`config.mk`:
```
export PLATFORM = sky130hd
export DESIGN_NAME = mpmc11_cmd_addr_gen
export DESIGN_NICKNAME = d
export VERILOG_FILES = /design/src/rtl/mpmc11_pkg.sv /design/src/rtl/mpmc11_line_inc.sv /design/src/rtl/mpmc11_cmd_addr_gen.sv
export SDC_FILE = /design/constraint.sdc
export NUM_CORES = 1
export LEC_CHECK = 0
export ABC_AREA = 1
export BUFFER_PORTS_ARGS = -buffer_cell sky130_fd_sc_hd__buf_2
export CAP_MARGIN = 20
export CORE_AREA = 5 5 111 113
export DETAILED_ROUTE_END_ITERATION = 8
export DIE_AREA = 0 0 116 118
export PLACE_DENSITY = 0.52
export SLEW_MARGIN = 20
export SYNTH_ARGS = -nofsm -noshare
export SYNTH_HDL_FRONTEND = slang
export SYNTH_SLANG_ARGS = --single-unit
```
`constraint.sdc`:
```
create_clock -name clk -period 3.1 [get_ports clk]
set_clock_uncertainty 0.15 [all_clocks]
set_input_delay 0 -clock clk [delete_from_list [all_inputs] [get_ports clk]]
set_output_delay 0 -clock clk [all_outputs]
set_load 0.01 [all_outputs]
```
`src/rtl/mpmc11_pkg.sv`:
```
// Shared types and address-layout constants for the mpmc11 command path.
package mpmc11_pkg;

  typedef enum logic [1:0] {
    CAG_IDLE,
    CAG_ISSUE,
    CAG_DONE
  } mpmc11_cag_state_t;

  localparam int ADDR_W        = 32;
  localparam int LINE_OFS_W    = 5;
  localparam int ADDR_ZERO_MSB = 2;
  localparam int LINE_IDX_W    = ADDR_W - LINE_OFS_W - ADDR_ZERO_MSB;

endpackage

```
`src/rtl/mpmc11_line_inc.sv`:
```
// Combinational next-line index: linear +1 across the full index, or +1 inside a
// 2^WRAP_LG2-line window with the bits above the window held.
module mpmc11_line_inc
  import mpmc11_pkg::*;
#(
  parameter int WRAP_LG2 = 2
) (
  input  logic                  wrap_en,
  input  logic [LINE_IDX_W-1:0] cur_line,
  output logic [LINE_IDX_W-1:0] next_line
);

  localparam logic [LINE_IDX_W-1:0] WIN_MASK = LINE_IDX_W'((1 << WRAP_LG2) - 1);

  logic [LINE_IDX_W-1:0] mask;
  logic [LINE_IDX_W-1:0] inc;

  always_comb begin
    mask      = wrap_en ? WIN_MASK : '1;
    inc       = cur_line + LINE_IDX_W'(1);
    next_line = (inc & mask) | (cur_line & ~mask);
  end

endmodule

```
`src/rtl/mpmc11_cmd_addr_gen.sv`:
```
// Issues burst_len+1 line-spaced DRAM app commands; first app_en one cycle after start;
// app_rdy low holds the request sticky. MPMC11_CMD_WRAP_EN selects critical-line-first wrapping.
module mpmc11_cmd_addr_gen
  import mpmc11_pkg::*;
#(
  parameter logic [2:0] CMD_RD   = 3'd1,
  parameter logic [2:0] CMD_WR   = 3'd0,
  parameter int         WRAP_LG2 = 2
) (
  input  logic        clk,
  input  logic        rst,
  input  logic        start,
  input  logic        we,
  input  logic [7:0]  burst_len,
  input  logic [31:0] addr_base,
  input  logic        app_rdy,
  output logic        app_en,
  output logic [2:0]  app_cmd,
  output logic [31:0] app_addr,
  output logic [7:0]  req_cnt,
  output logic        busy,
  output logic        done
);

  mpmc11_cag_state_t     state_q, state_d;
  logic                  app_en_d;
  logic [2:0]            app_cmd_d;
  logic [31:0]           app_addr_d;
  logic [7:0]            req_cnt_d;
  logic                  busy_d;
  logic                  done_d;
  logic [7:0]            len_q, len_d;
  logic [7:0]            len_start;
  logic                  wrap_en;
  logic                  accept;
  logic [LINE_IDX_W-1:0] next_line;
  logic                  unused_addr_bits;

  assign unused_addr_bits = ^{addr_base[31:32-ADDR_ZERO_MSB], addr_base[LINE_OFS_W-1:0]};

`ifdef MPMC11_CMD_WRAP_EN
  localparam logic [7:0] LEN_MAX = 8'((1 << WRAP_LG2) - 1);
  assign wrap_en   = 1'b1;
  assign len_start = (burst_len > LEN_MAX) ? LEN_MAX : burst_len;
`else
  assign wrap_en   = 1'b0;
  assign len_start = burst_len;
`endif

  assign accept = app_en & app_rdy;

  mpmc11_line_inc #(
    .WRAP_LG2 (WRAP_LG2)
  ) u_line_inc (
    .wrap_en   (wrap_en),
    .cur_line  (app_addr[LINE_OFS_W +: LINE_IDX_W]),
    .next_line (next_line)
  );

  always_comb begin
    state_d    = state_q;
    app_en_d   = app_en;
    app_cmd_d  = app_cmd;
    app_addr_d = app_addr;
    req_cnt_d  = req_cnt;
    busy_d     = busy;
    done_d     = 1'b0;
    len_d      = len_q;
    case (state_q)
      CAG_IDLE: begin
        if (start) begin
          len_d      = len_start;
          app_cmd_d  = we ? CMD_WR : CMD_RD;
          app_addr_d = {{ADDR_ZERO_MSB{1'b0}}, addr_base[LINE_OFS_W +: LINE_IDX_W],
                        {LINE_OFS_W{1'b0}}};
          req_cnt_d  = '0;
          app_en_d   = 1'b1;
          busy_d     = 1'b1;
          state_d    = CAG_ISSUE;
        end
      end
      CAG_ISSUE: begin
        if (accept) begin
          req_cnt_d  = req_cnt + 8'd1;
          app_addr_d = {{ADDR_ZERO_MSB{1'b0}}, next_line, {LINE_OFS_W{1'b0}}};
          if (req_cnt == len_q) begin
            app_en_d = 1'b0;
            done_d   = 1'b1;
            busy_d   = 1'b0;
            state_d  = CAG_DONE;
          end
        end
      end
      CAG_DONE: state_d = CAG_IDLE;
      default:  state_d = CAG_IDLE;
    endcase
    app_addr_d[31:32-ADDR_ZERO_MSB] = '0;
  end

  always_ff @(posedge clk) begin
    if (rst) begin
      state_q  <= CAG_IDLE;
      app_en   <= 1'b0;
      app_cmd  <= CMD_RD;
      app_addr <= '0;
      req_cnt  <= '0;
      busy     <= 1'b0;
      done     <= 1'b0;
      len_q    <= '0;
    end else begin
      state_q  <= state_d;
      app_en   <= app_en_d;
      app_cmd  <= app_cmd_d;
      app_addr <= app_addr_d;
      req_cnt  <= req_cnt_d;
      busy     <= busy_d;
      done     <= done_d;
      len_q    <= len_d;
    end
  end

endmodule

```
==> flow_summary.yaml, run 1 <==
power_and_ir_drop:
  clockPowerShare_pct: 35.4
  power_mw: 1.54
  power.share.combinational_pct: 20.1
  power.internal_mw: 1.09
  seq_power_share_pct: 44.5
  p_leak_nw: 1.63
  peakVddDrop_mv: 0.206
  switching_share_pct: 29.1
  power.density_mw_per_mm2: 412
  p_sw_mw: 0.448
grt:
  track_usage_pct: 12.2
  grt_pass1_wl_um: 13700
  grt_max_degree: 35
  grt_pass1_vias: 2904
  grt_overflow: 0
  antenna_found_initial: 0
yosys:
  syn_avg_cell_area_um2: 6.54
  synth_top_area_cell: "dfxtp_1"
  ys_seq_area_share_pct: 33.6
  synth_edf_count: 0
  synthesis.area_mm2: 0.00274
  yosysTopAreaCellShare_pct: 33.6
  ys_warn_count: 0
  synth-seq-cells: 46
  synth_area_leaders: "dfxtp_1, nand2_1, a21oi_1"
  ys.flop_type: "dfxtp_1"
  async_flop_share_pct: 0
  syn_inst: 419
  synth.distinct_cells: 30
cts:
  root_buffer: "clkbuf_16"
  cts.clk_slew.worst_paths_ns: 0.06
  cts_buffers: 5
  post_cts_buffers: 0
  clk_latency_ns: 0.28
  cts_max_level: 2
  cts-resized-gates: 0
  clockBufferDepth: 2
  cts.sinks: 46
  cts_tree: "done"
setup_path:
  cp.required_ns: 3.18
  cp-start-kind: "flip-flop"
  cpPeakStageDelay_ns: 0.56
  worstSetupPathType: "flip-flop to flip-flop"
  crit_path_max_fanout: 34
  end_kind: "flip-flop"
  r2r-end: "app_addr[22]"
  crit_chain: "inv_2, nor2_4, nand2_1, nand2_2, inv_2, nor2_1, nand2_1, a21oi_1, dlygate4sd3_1"
  worstSetupEndpoint: "app_addr[22]"
  worstSetupStartpoint: "state_q[0]"
  r2r_start: "state_q[0]"
  slowest_stage: "dlygate4sd3_1"
  r2r_slack_ns: 0.70
  worstRegToRegCells: 9
  crit_arrival_ns: 2.48
die:
  rows: 39
  io-pin-count: 91
  core-area_mm2: 0.0112
  fp.dieW_um: 116
  die_area_mm2: 0.0137
  start_util_pct: 24.4
  dieHeight_um: 118
place:
  numPlacedInstances: 621
  dpl_cell_area_mm2: 0.00318
  gp_congestion: 0.764
  hpwl_um: 5820
  portBuffers: 74
  place_ws_ns: 0.954
timing:
  tightest_slew_ns: 0.768
  slew_headroom_pct: 48.8
  min_period_ns: 2.40
  setup_slack_ns: 0.699
  final-hold-violation-count: 0
  timing.setup.tns_ns: 0
  setup_viol: 0
  drv_slew: 0
  fmax_mhz: 417
  post-route-period-util_pct: 77.4
  rsz0062_at_grt: "no"
route:
  drt-initial-drc-count: 159
  wire_per_inst_um: 12.2
  route.vias.total: 2962
  ant_nets: 0
  avgViaCountPerCell: 4.42
  route.detailed.drc: 0
  wirelength_um: 8170
  first_pass_iters: 4
layout:
  multi_input_area_mm2: 0.00156
  fillers: 1252
  layout_commonest_cell: "nand2_1"
  final_cell_count_no_fill: 670
  final_cell_mix: "nand2_1, buf_2, nor2_1"
  syn_to_final_growth_pct: 36.5
  antenna_cells: 0
  postLayoutCellArea_mm2: 0.00374
  nets: 573
  seq_area_um2: 921
  layout-drive-gt1-share_pct: 19.7
job:
  maxCapViolations: 0
outcome:
  outcome: "finished clean"
min_path:
  hold_start: "app_rdy"
  hold_path.class: "primary input to flip-flop"
[registers in the layout (all words and copies together), names as in the netlist]
name	flops
state_q	2
busy	1
app_addr	25
len_q	8
req_cnt	8
app_cmd	1
done	1
[per-layer routing]
layer	global-route usage [%]	up-vias	part of all wire (%)	routed length (µm)
li1	-	1539	-	-
met1	15.7	1343	46	3780
met2	20.5	72	47	3840
met3	2.88	8	5.8	477
met4	2.61	0	0.95	78
met5	0	-	0	0
[power groups by stage]
stage | combinational (mW) | clock [mW] | sequential (mW)
global placement | 0.269 | 0 | 0.698
detailed placement | 0.274 | 0 | 0.700
global route | 0.353 | 0.595 | 0.695
floorplan | 0.176 | 0 | 0.704
finish | 0.309 | 0.547 | 0.686
CTS | 0.315 | 0.569 | 0.687
[worst max-delay path: cells and delay by family, from the launching register on]
kind	cells	cell delay (ns)
buf+inv	3	0.87
compound gates	1	0.12
simple gates	5	0.82
flops	1	0.37
[cell families after synthesis]
logic type | after synthesis | share of synthesized area (%)
XOR/XNOR | 18 | 5.75
flip-flops | 46 | 33.6
buffers and inverters | 62 | 10.6
AND/OR/NAND/NOR | 206 | 33.1
other | 1 | 0.137
adder cells (fa/ha/maj) | 2 | 0.913
AO/OA/AOI/OAI | 84 | 15.8
[cells in the mapped netlist (7+ instances only)]
cell      n
inv_1    34
o21ai_0  30
nor2_1   59
xnor2_1  11
buf_4    11
xor2_1    7
dfxtp_1  46
nand3_1  21
a21oi_1  47
nand2_1  99
buf_2     8
[how the worst min path moves through the flow]
stage | end | slack, ns | depth (start not counted)
after floorplan | done | -0.07 | 1
after global placement | app_cmd[0] | 0.05 | 2
after detailed placement | app_cmd[0] | 0.07 | 2
after CTS | done | 0.003 | 5
after global routing | done | 0.04 | 5
final | done | 0.001 | 5
[repair_timing]
item | 4_1_cts | 5_1_grt
hold buffers | 41 | 0
hold endpoints to repair | 37 | 0
setup endpoints to repair | 0 | 0
[through the flow]
step | hold WS, ns | utilization, %
2_1_floorplan | -0.0732 | -
3_3_place_gp | 0.0520 | 28.4
3_5_place_dp | 0.0728 | 28.4
4_1_cts | 0.00340 | 33.3
5_1_grt | 0.0421 | 33.3
6_report | 0.00148 | 33.3
[layout make-up]
cell class,instances,share of cell area [%]
clock buffers,7,3.81
clock inverters,1,0.134
inverters,37,3.71
multi-input cells,319,41.7
flip-flops and latches,46,24.6
well taps,143,4.78
repair buffers,117,21.3
Power figures use the tool's default switching activity.
==> run 2: changes to the inputs <==
--- a/config.mk
+++ b/config.mk
@@ -5,13 +5,13 @@
 export SDC_FILE = /design/constraint.sdc
 export NUM_CORES = 1
 export LEC_CHECK = 0
-export ABC_AREA = 1
+export ABC_AREA = 0
 export BUFFER_PORTS_ARGS = -buffer_cell sky130_fd_sc_hd__buf_2
 export CAP_MARGIN = 20
 export CORE_AREA = 5 5 111 113
 export DETAILED_ROUTE_END_ITERATION = 8
 export DIE_AREA = 0 0 116 118
-export PLACE_DENSITY = 0.52
+export PLACE_DENSITY = 0.53
 export SLEW_MARGIN = 20
 export SYNTH_ARGS = -nofsm -noshare
 export SYNTH_HDL_FRONTEND = slang
==> constraint.sdc (replaced) <==
create_clock -name clk -period 1.95 [get_ports clk]
set_clock_uncertainty 0.15 [all_clocks]
set_input_delay 0 -clock clk [delete_from_list [all_inputs] [get_ports clk]]
set_output_delay 0 -clock clk [all_outputs]
set_load 0.01 [all_outputs]
==> flow_summary.yaml, run 2 <==
setup_path:
  end_kind: "flip-flop"
  cp_num_cells: 4
  r2r-end: "app_addr[24]"
  worstSetupPathType: "flip-flop to flip-flop"
  path_delay_family: "simple AND/OR/NAND/NOR gates"
  cpPeakStageDelay_ns: 0.56
  r2r_start: "app_addr[13]"
  cp.buffers_inverters: 0
  cp-start-kind: "flip-flop"
  crit_arrival_ns: 1.97
  worstRegToRegCells: 4
  r2r_slack_ns: 0.06
  slowest_stage: "or4_4"
  cp.required_ns: 2.02
  crit_chain: "nand4_2, or4_4, or4_1, a31oi_1"
  crit_path_max_fanout: 4
yosys:
  synth_fa_ha_area_share_pct: 0.917
  ys.flop_type: "dfxtp_1"
  synth_top_family_by_area: "simple AND/OR/NAND/NOR gates"
  synth_most_common_cell: "dfxtp_1"
  synth_xor_area_share_pct: 4.50
  ys_top_cells_by_count: "dfxtp_1, nand2_1, a21oi_1, nor2_1, o21ai_0"
  synth_compound_area_share_pct: 21.1
  synthesis.area_mm2: 0.00273
  synthMuxAreaShare_pct: 1.15
  synth_top_area_cell: "dfxtp_1"
  synth_area_leaders: "dfxtp_1, nand2_1, a21oi_1"
  ys_warn_count: 0
  synth-simple-area-share_pct: 32.0
  async_flop_share_pct: 0
  syn_avg_cell_area_um2: 7.91
  synth-seq-cells: 46
  synth.distinct_cells: 61
  synth_edf_count: 0
  ys_seq_area_share_pct: 33.8
  syn_inst: 345
  yosysTopAreaCellShare_pct: 33.8
place:
  portBuffers: 74
  place_ws_ns: -0.0348
  numPlacedInstances: 593
  dpl_cell_area_mm2: 0.00359
  hpwl_um: 6920
  gp_congestion: 0.812
cts:
  cts.clk_slew.worst_paths_ns: 0.07
  clockBufferDepth: 2
  cts_max_level: 2
  cts.sinks: 46
  clk_latency_ns: 0.30
  cts_tree: "done"
  cts_buffers: 5
  root_buffer: "clkbuf_16"
layout:
  nets: 538
  largest_reg_flops: 25
  postLayoutCellArea_mm2: 0.00411
  antenna_cells: 0
  final_cell_count_no_fill: 635
  largestRegisters: "app_addr x25, len_q x8, req_cnt x8"
  final_util_pct: 36.7
  final_cell_mix: "buf_2, buf_4, nand2_1"
  fillers: 1196
  layout_commonest_cell: "buf_2"
  layout-drive-gt1-share_pct: 33.3
  syn_to_final_growth_pct: 50.8
  top_register: "app_addr"
grt:
  grt_pass1_vias: 2908
  grt_overflow: 0
  track_usage_pct: 13.3
  grt_max_degree: 33
  grt_pass1_wl_um: 14800
  antenna_found_initial: 0
timing:
  min_period_ns: 1.89
  slew_headroom_pct: 58.4
  setup_slack_ns: 0.0580
  fmax_mhz: 529
  rsz0062_at_grt: "no"
  final-hold-violation-count: 1
  post-route-period-util_pct: 97.0
  drv_slew: 0
  tightest_slew_ns: 0.624
  fin_hold_ws_ns: -0.000530
  setup_viol: 0
route:
  wirelength_um: 9270
  drt-initial-drc-count: 131
  route.detailed.drc: 0
  first_pass_iters: 4
  route.vias.total: 3090
  avgViaCountPerCell: 4.87
  ant_nets: 0
  wire_per_inst_um: 14.6
power_and_ir_drop:
  peakVddDrop_mv: 0.336
  power.internal_mw: 1.87
  power.share.combinational_pct: 21.2
  p_leak_nw: 1.69
  p_sw_mw: 0.735
  power.density_mw_per_mm2: 634
  seq_power_share_pct: 40.4
  switching_share_pct: 28.2
  clockPowerShare_pct: 38.4
die:
  rows: 39
  core-area_mm2: 0.0112
  fp.dieW_um: 116
  die_area_mm2: 0.0137
  start_util_pct: 24.3
  io-pin-count: 91
  dieHeight_um: 118
outcome:
  outcome: "finished with violations"
  violations: "negative hold slack"
min_path:
  hold_start: "addr_base[29]"
  hold_path.class: "primary input to flip-flop"
  hold_depth: 4
  hold_path_end: "app_addr[29]"
job:
  maxCapViolations: 0
run 2: cell count changes after synthesis, moves of 7 or more:
cell and delta:
nand2_1 -60, nand3_1 -8, a21oi_1 -20, clkbuf_1 +12, o21ai_0 -12, and2_1 +7, inv_1 -30, nand4_1 +7
nor2_1 -36, nor4_1 +10, nor3_1 +7
run 2: worst max path at each step:
stage                             from      endpoint
after floorplan           app_addr[12]  app_addr[24]
after global placement      state_q[0]  app_addr[20]
after detailed placement    state_q[1]  app_addr[19]
after CTS                   state_q[1]  app_addr[19]
after global routing      app_addr[13]  app_addr[24]
final                     app_addr[13]  app_addr[24]
run 2: cells by family (layout without fill, tap and decap cells):
kind of cell / Yosys count / count (layout)
adders and majority gates: 2 / 2
xor gates and xnor gates: 14 / 14
muxes: 3 / 3
DFF: 46 / 46
AOI/OAI and AO/OA: 88 / 88
other: 1 / 9
buffers and inverters: 36 / 175
and+or+nand+nor: 155 / 155
run 2: area by class of cell:
class                      count  area, µm²  area share [%]
clock inverter                 3       43.8            1.06
multi-input combinational    271       1680            40.8
clock buffer                   5        125            3.04
inverter                       4       15.0           0.365
sequential                    46        938            22.8
timing repair buffer         163       1130            27.6
tap                          143        179            4.35
run 2: worst min-delay path, cell delays in order:
cell and delay, ns:
buf_2 0.07, and3_1 0.13, a21oi_1 0.04, o221ai_1 0.16
run 2: what timing repair did:
item / CTS / global route
gates resized for setup: 1 / 7
setup buffers: 0 / 1
pin swaps: 0 / 2
setup endpoints to repair: 1 / 17
hold endpoints to repair: 33 / 0
hold buffers: 33 / 0
run 2: metal layers:
metal | global-route usage (%) | wire (µm) | share of wire (%) | vias to the layer above
li1 | - | - | - | 1558
met1 | 17.9 | 4250 | 46 | 1442
met2 | 21.5 | 4360 | 47 | 78
met3 | 3.14 | 529 | 5.7 | 12
met4 | 3.34 | 131 | 1.4 | 0
met5 | 0 | 0 | 0 | -
run 2: power groups by stage:
stage / clock network (mW) / logic (mW) / registers, mW
after floorplan: 0 / 0.243 / 1.10
after global placement: 0 / 0.496 / 1.07
after detailed placement: 0 / 0.498 / 1.07
after CTS: 1.02 / 0.552 / 1.05
after global routing: 1.05 / 0.611 / 1.06
final: 1.00 / 0.554 / 1.05
run 2: metrics by stage:
step / setup TNS, ns / power [mW]
after floorplan: 0 / 1.34
after detailed placement: -0.0348 / 1.57
final: 0 / 2.61
after global routing: 0 / 2.72
after CTS: 0 / 2.63
after global placement: 0 / 1.57
